--- config.mk ---
export PLATFORM = sky130hd
export DESIGN_NAME = serial_add_ctrl
export DESIGN_NICKNAME = d
export VERILOG_FILES = /design/src/rtl/serial_add_pkg.sv /design/src/rtl/add_slice.sv /design/src/rtl/serial_add_ctrl.sv
export SDC_FILE = /design/constraint.sdc
export NUM_CORES = 1
export LEC_CHECK = 0
export BUFFER_PORTS_ARGS = -buffer_cell sky130_fd_sc_hd__buf_2
export CORE_MARGIN = 2
export CORE_UTILIZATION = 25
export DETAILED_ROUTE_END_ITERATION = 8
export PLACE_DENSITY_LB_ADDON = 0.12
export RECOVER_POWER = 50
export SLEW_MARGIN = 0
export SYNTH_ARGS = -nofsm -noshare
export SYNTH_HDL_FRONTEND = slang
export SYNTH_SLANG_ARGS = --single-unit
--- constraint.sdc ---
create_clock -name clk -period 3.04 [get_ports clk]
set_clock_uncertainty 0.2 [all_clocks]
set_input_delay 0.304 -clock clk [delete_from_list [all_inputs] [get_ports clk]]
set_output_delay 0.304 -clock clk [all_outputs]
set_load 0.01 [all_outputs]
--- src/rtl/serial_add_pkg.sv ---
// Shared definitions for the slice-serial adder: FSM state encoding and default geometry.
package serial_add_pkg;

   typedef enum logic [1:0] {
      ST_IDLE = 2'd0,
      ST_RUN  = 2'd1,
      ST_DONE = 2'd2
   } state_t;

   localparam int DEF_SIZE  = 4;
   localparam int DEF_WORDS = 4;

endpackage

--- src/rtl/add_slice.sv ---
// Combinational SIZE-bit adder slice with carry in/out, time-shared by the controller.
module add_slice #(
   parameter int SIZE = 4
) (
   input  logic [SIZE-1:0] a,
   input  logic [SIZE-1:0] b,
   input  logic            ci,
   output logic [SIZE-1:0] s,
   output logic            co
);

   assign {co, s} = {1'b0, a} + {1'b0, b} + {{SIZE{1'b0}}, ci};

endmodule

--- src/rtl/serial_add_ctrl.sv ---
// Adds two W-bit operands by stepping one SIZE-bit slice over WORDS cycles, LSB slice first.
//
// state   | meaning
// ST_IDLE | waiting for start; result registers hold last value
// ST_RUN  | one slice per cycle, carry registered between slices
// ST_DONE | result valid for one cycle; start here chains the next op
module serial_add_ctrl
   import serial_add_pkg::*;
#(
   parameter int SIZE  = DEF_SIZE,
   parameter int WORDS = DEF_WORDS
) (
   input  logic                  clk,
   input  logic                  rst_n,
   input  logic                  start,
   input  logic [SIZE*WORDS-1:0] a,
   input  logic [SIZE*WORDS-1:0] b,
   input  logic                  cin,
   output logic                  busy,
   output logic                  done,
   output logic [SIZE*WORDS-1:0] sum,
   output logic                  carry,
   output logic                  overflow
);

   localparam int W  = SIZE * WORDS;
   localparam int IW = $clog2(WORDS);
   localparam logic [IW-1:0] LAST = IW'(WORDS - 1);

   state_t          state;
   logic [W-1:0]    a_r;
   logic [W-1:0]    b_r;
   logic            c_r;
   logic [IW-1:0]   idx;
   logic [SIZE-1:0] sl_a;
   logic [SIZE-1:0] sl_b;
   logic [SIZE-1:0] sl_s;
   logic            sl_co;

   assign sl_a = a_r[idx*SIZE +: SIZE];
   assign sl_b = b_r[idx*SIZE +: SIZE];

   add_slice #(.SIZE(SIZE)) u_slice (
      .a  (sl_a),
      .b  (sl_b),
      .ci (c_r),
      .s  (sl_s),
      .co (sl_co)
   );

   assign busy = (state == ST_RUN);
   assign done = (state == ST_DONE);

   always_ff @(posedge clk) begin
      if (!rst_n) begin
         state    <= ST_IDLE;
         a_r      <= '0;
         b_r      <= '0;
         c_r      <= 1'b0;
         idx      <= '0;
         sum      <= '0;
         carry    <= 1'b0;
         overflow <= 1'b0;
      end else begin
         case (state)
            ST_IDLE, ST_DONE: begin
               if (start) begin
                  a_r      <= a;
                  b_r      <= b;
                  c_r      <= cin;
                  idx      <= '0;
                  sum      <= '0;
                  carry    <= 1'b0;
                  overflow <= 1'b0;
                  state    <= ST_RUN;
               end else begin
                  state <= ST_IDLE;
               end
            end
            ST_RUN: begin
               sum[idx*SIZE +: SIZE] <= sl_s;
               c_r                   <= sl_co;
               if (idx == LAST) begin
                  // sl_s here is the top slice, so its MSB is the result sign bit
                  idx      <= '0;
                  carry    <= sl_co;
                  overflow <= (a_r[W-1] == b_r[W-1]) && (sl_s[SIZE-1] != a_r[W-1]);
                  state    <= ST_DONE;
               end else begin
                  idx <= idx + 1'b1;
               end
            end
            default: state <= ST_IDLE;
         endcase
      end
   end

endmodule

Word-level counts from Yosys, hierarchy flattened
Index checks and enable logic that the tools add are counted.
{"block": "totals", "ff_bits": 55, "input_bits": 36, "output_inout_bits": 20}
{"block": "classes", "add_sub_neg": 4, "n_eq_ne": 7, "n_shift": 4, "n_mux": 16, "n_reduce_logical": 7}
{"operator": "negator 4 -> 34 bit", "n": 1}
{"operator": "variable shift 4 x 34 -> 16 bit (first input constant)", "n": 1}
{"operator": "variable part select 4 x 34 -> 16 bit", "n": 1}
{"operator": "case mux 16 bit (2 select lines)", "n": 1}
{"operator": "variable part select 16 x 5 -> 4 bit", "n": 2}
{"operator": "bitwise mux 16 bit", "n": 1}
{"operator": "two-way mux 16 bit", "n": 1}
{"operator": "case mux 2 bit (2 select lines)", "n": 2}
{"operator": "two-way mux 2 bit", "n": 3}
{"operator": "case mux 1 bit (2 select lines)", "n": 3}
{"operator": "adder 4 x 4 -> 5 bit", "n": 1}
{"operator": "adder 5 x 1 -> 5 bit", "n": 1}
{"operator": "two-way mux 1 bit", "n": 5}
{"operator": "== test 2 bit (second input constant)", "n": 2}
{"operator": "AND reduction 2 bit", "n": 2}
{"operator": "AND reduction 3 bit", "n": 1}
{"operator": "adder 2 x 1 -> 2 bit (second input constant)", "n": 1}
{"operator": "== test 2 x 1 -> 1 bit (second input constant)", "n": 1}
{"operator": "logical NOT 2 bit", "n": 1}
{"operator": "inequality test 2 x 1 -> 1 bit (second input constant)", "n": 1}
{"operator": "inequality test 2 bit (second input constant)", "n": 1}
{"operator": "nonzero test 2 bit", "n": 1}
{"operator": "OR reduction 2 bit", "n": 1}
{"operator": "== test 1 bit", "n": 1}
{"operator": "2 further kinds", "n": 2}

Logic depth before layout (Yosys ltp)
{"block": "depth", "ltp_word": 7, "mapped_depth": 8, "ltp_nobuf": 7}

Hierarchy
A second synthesis with hierarchy kept.
{"block": "hier_totals", "cells_unflattened": 265, "area_unflattened_um2": 2456.1}
{"mod": "serial_add_ctrl", "n_inst": 1, "cells_per_inst": 249, "area_per_inst_um2": 2312.2, "seq_area_each_um2": 1101.1}
{"mod": "add_slice", "n_inst": 1, "cells_per_inst": 16, "area_per_inst_um2": 143.9, "seq_area_each_um2": 0.0}

Worst setup path after synthesis
Ideal clock, no wire load.
{"block": "synth_path", "path_type": "reg2reg", "startpoint": "reg idx[0]", "endpoint": "reg carry", "setup_ns": 0.126, "arrival_ns": 2.402, "required_ns": 2.714, "setup_slack_ns": 0.313, "path_stages_with_launch": 9, "period_less_slack_ns": 2.727, "path_cell_list": "dfxtp_1 buf_6 mux4_1 fa_1 fa_1 a21oi_1 nor2b_1 o221ai_1 a21boi_0"}
{"block": "synth_between", "elab_chain_len": 5, "elab_cells_between_ends": 9}
{"item": "from (decl)", "line_no": "serial_add_ctrl.sv:34", "source": "logic [IW-1:0] idx;"}
{"item": "from (signal assigned)", "line_no": "serial_add_ctrl.sv:90", "source": "idx <= idx + 1'b1;"}
{"item": "variable part select 16 x 5 -> 4 bit (on tied branches)", "line_no": "serial_add_ctrl.sv:40, serial_add_ctrl.sv:41"}
{"item": "adder 4 x 4 -> 5 bit", "line_no": "add_slice.sv:12", "source": "assign {co, s} = {1'b0, a} + {1'b0, b} + {{SIZE{1'b0}}, ci};"}
{"item": "adder 5 x 1 -> 5 bit", "line_no": "add_slice.sv:12"}
{"item": "two-way mux 1 bit", "line_no": "serial_add_ctrl.sv:83", "source": "if (idx == LAST) begin"}
{"item": "case mux 1 bit (2 select lines)", "line_no": "serial_add_ctrl.sv:65", "source": "case (state)"}
{"item": "to (signal assigned)", "line_no": "serial_add_ctrl.sv:86", "source": "carry <= sl_co;"}
{"item": "to (decl)", "line_no": "serial_add_ctrl.sv:22", "source": "output logic carry,"}
Several ways; a longest one is shown, not always the timed one. The select of a mux whose other input is x is not followed.
A chain may end at the register's enable or synchronous reset.

Final worst setup path
{"block": "layout_path", "startpoint": "reg idx[1]", "endpoint": "reg sum[15]"}
{"block": "layout_between", "elab_chain_len": 6, "elab_cells_between_ends": 9}
{"item": "variable part select 16 x 5 -> 4 bit (on tied branches)", "line_no": "serial_add_ctrl.sv:40, serial_add_ctrl.sv:41"}
{"item": "adder 4 x 4 -> 5 bit", "line_no": "add_slice.sv:12"}
{"item": "adder 5 x 1 -> 5 bit", "line_no": "add_slice.sv:12"}
{"item": "variable part select 4 x 34 -> 16 bit", "line_no": "serial_add_ctrl.sv:81", "source": "sum[idx*SIZE +: SIZE] <= sl_s;"}
{"item": "bitwise mux 16 bit *", "line_no": "serial_add_ctrl.sv:81"}
{"item": "case mux 16 bit (2 select lines) *", "line_no": "serial_add_ctrl.sv:65"}
{"item": "to (signal, indexed assignment)", "line_no": "serial_add_ctrl.sv:81"}
{"item": "to (decl)", "line_no": "serial_add_ctrl.sv:21", "source": "output logic [SIZE*WORDS-1:0] sum,"}
Every way passes the cells marked *; elsewhere a longest branch is shown, timed or not.

==> flow_summary.json <==
{
  "cts.sinks": 55,
  "avgRoutedWirePerCell_um": 14.1,
  "cts_hold_buf": 0,
  "tightest_slew_ns": 1.50,
  "regArea_mm2": 0.00110,
  "gp_congestion": 0.715,
  "r2r-end": "sum[15]",
  "crit_fanout": 7,
  "setup.worst_path.start": "idx[1]",
  "min_period_ns": 2.85,
  "highest_layer": "met4",
  "syn_inst": 265,
  "fp.coreArea_mm2": 0.00982,
  "vias": 1996,
  "avgSynthCellArea_um2": 9.58,
  "drv_slew": 33,
  "required_ns": 3.09,
  "cts-buffers-inserted": 5,
  "clk_pin_slew_ns": 0.10,
  "grt_first_pass_wirelength_um": 10700,
  "routed_via_density": 4.44,
  "synth-seq-cells": 55,
  "hold_path_class": "input pin to register",
  "die_y_um": 105,
  "area_growth_pct": 18.9,
  "drt-met1-wl_um": 3050,
  "antenna_found_initial": 0,
  "dieArea_mm2": 0.0110,
  "yosysUniqueCellTypes": 37,
  "cts_buffer_depth": 2,
  "ys_seq_area_frac": 0.434,
  "htree_num_levels": 2,
  "grt_pass1_vias": 2063,
  "slew_headroom": -0.00322,
  "cellPowerDensity_mw_per_mm2": 470,
  "utilization": 0.307,
  "drive_gt1_frac": 0.177,
  "r2r_setup_slack_ns": 0.19,
  "setup_violations": 0,
  "cp-start-kind": "register",
  "fillers": 1112,
  "synth_warnings": 0,
  "antenna-diode-count": 0,
  "placementRows": 36,
  "fin_nets": 361,
  "place.port_buffers": 55,
  "ios": 56,
  "initial_core_util": 0.258,
  "maxCapViolations": 1,
  "grt_overflow": 0,
  "drcViolationCount": 0,
  "antenna_left": 0,
  "grt_max_degree": 56,
  "synth_area_mm2": 0.00254,
  "hold_viol": 0,
  "met2_length_um": 2980,
  "period_share": 0.936,
  "die_x_um": 105,
  "critPathKind": "register to register",
  "failed_checks": "capacitance limit, slew limit",
  "vdd_drop_max_mv": 0.161,
  "p_leak_nw": 1.15,
  "cp-endpoint": "sum[15]",
  "wl_um": 6360,
  "r2r_start": "idx[1]",
  "wl_met3_um": 288,
  "clkLatencyLatePin_ns": 0.31,
  "setup_tns_ns": 0,
  "status": "finished with violations",
  "track_usage": 0.121,
  "cts-root-buf": "clkbuf_8",
  "grt_setup_unrepaired": "false",
  "drtIter0Drc": 67,
  "multiInputGateArea_mm2": 0.00135,
  "fmax_mhz": 351,
  "cts_tree": "built",
  "synth_nets": 310,
  "rr_worst_depth": 8,
  "endpoint_kind": "register",
  "first_pass_iters": 4,
  "hpwl_um": 4650,
  "crit_arrival_ns": 2.89
}
state kept, by name (all words and copies together) (netlist names):
name,count
a_r,16
sum,16
c_r,1
state,2
idx,2
b_r,16
carry,1
overflow,1
cell usage in the layout, fill, tap and decap left out, types with 2 or more instances in the layout:
cell type,n
nand2_1,70
dfxtp_1,54
buf_2,37
a21boi_0,34
clkbuf_1,20
nor2b_1,15
a22oi_1,14
mux4_1,7
a21oi_1,7
ha_1,7
clkbuf_8,6
a21boi_1,5
or3b_1,4
buf_4,4
inv_1,3
and3_1,3
nor2_1,2
fa_1,2
worst min path at each step:
stage                     startpoint      to  slack (ns)  cells past startpoint
after floorplan               a_r[4]  a_r[4]        0.24                      2
after global placement        sum[3]  sum[3]        0.24                      2
after detailed placement      sum[7]  sum[7]        0.25                      2
after CTS                       b[5]  b_r[5]        0.03                      3
after global routing            a[2]  a_r[2]        0.04                      3
final                           b[2]  b_r[2]        0.04                      3
through the flow:
step                      cells  hold slack [ns]  power [mW]  setup WS (ns)  area, um^2
after floorplan             265            0.239       0.925          0.313        2540
final                       450           0.0378        1.42          0.195        3020
after global routing        450           0.0413        1.50         0.0449        3020
after global placement      442            0.245        1.00          0.158        2950
after detailed placement    442            0.246        1.00         0.0884        2950
after CTS                   450           0.0270        1.45         0.0479        3050
power breakdown:
part	switching (mW)	internal, mW
sequential	0.0233	0.752
clock	0.252	0.187
combinational	0.115	0.0891
cells in the mapped netlist:
cell type,n,share of area
nand2_1,70,0.10
dfxtp_1,55,0.43
a21boi_0,34,0.10
nor2b_1,16,0.039
a22oi_1,14,0.041
clkbuf_1,9,0.013
a21oi_1,7,0.014
ha_1,7,0.035
mux4_1,7,0.072
buf_2,6,0.012
a21boi_1,5,0.015
or3b_1,4,0.014
and3_1,3,0.0074
inv_1,3,0.0044
fa_1,2,0.016
nor2_1,2,0.0030
a22o_1,1,0.0035
a41oi_1,1,0.0035
and2b_1,1,0.0030
and3b_1,1,0.0035
and4bb_1,1,0.0049
buf_1,1,0.0015
buf_6,1,0.0044
mux4_2,1,0.0089
nand2_2,1,0.0025
nand2b_1,1,0.0025
nand2b_4,1,0.0054
nand3_1,1,0.0020
nor3_1,1,0.0020
nor4_2,1,0.0049
nor4b_2,1,0.0059
o211ai_1,1,0.0030
o21a_1,1,0.0030
o21ai_0,1,0.0020
o221ai_1,1,0.0035
or4_1,1,0.0030
xor2_1,1,0.0035
logic make-up after synthesis:
| kind of cell | Yosys count | synth area share |
|---|---|---|
| and+or+nand+nor | 106 | 0.207 |
| AOI/OAI and AO/OA | 66 | 0.189 |
| DFF | 55 | 0.434 |
| buffers and inverters | 20 | 0.0355 |
| adders and majority gates | 9 | 0.0503 |
| muxes | 8 | 0.0814 |
| xor gates and xnor gates | 1 | 0.00345 |
critical path, cell delays in order, from the launching register on:
cell and delay (ns):
dfxtp_1 0.48, clkbuf_1 0.35, mux4_1 0.37, ha_1 0.35, a21oi_1 0.21, a21boi_1 0.14
buf_4 0.16, or3b_1 0.38, a21boi_1 0.15
area by class of cell:
type	instances	area share
sequential	55	0.365
clock buffer	6	0.0274
tap	133	0.0551
multi-input combinational	190	0.447
clock inverter	2	0.00539
timing repair buffer	61	0.0962
inverter	3	0.00373
layer usage:
metal / global-route usage / vias up
met3: 0.0281 / 2
met2: 0.199 / 40
met5: 0 / -
met4: 0.0257 / 0
li1: - / 1025
met1: 0.161 / 929
what timing repair did:
item,CTS,global route
setup endpoints to repair,0,6
buffers inserted,0,0
resized for setup,0,1
No activity file was read; power rests on OpenSTA's default activity.
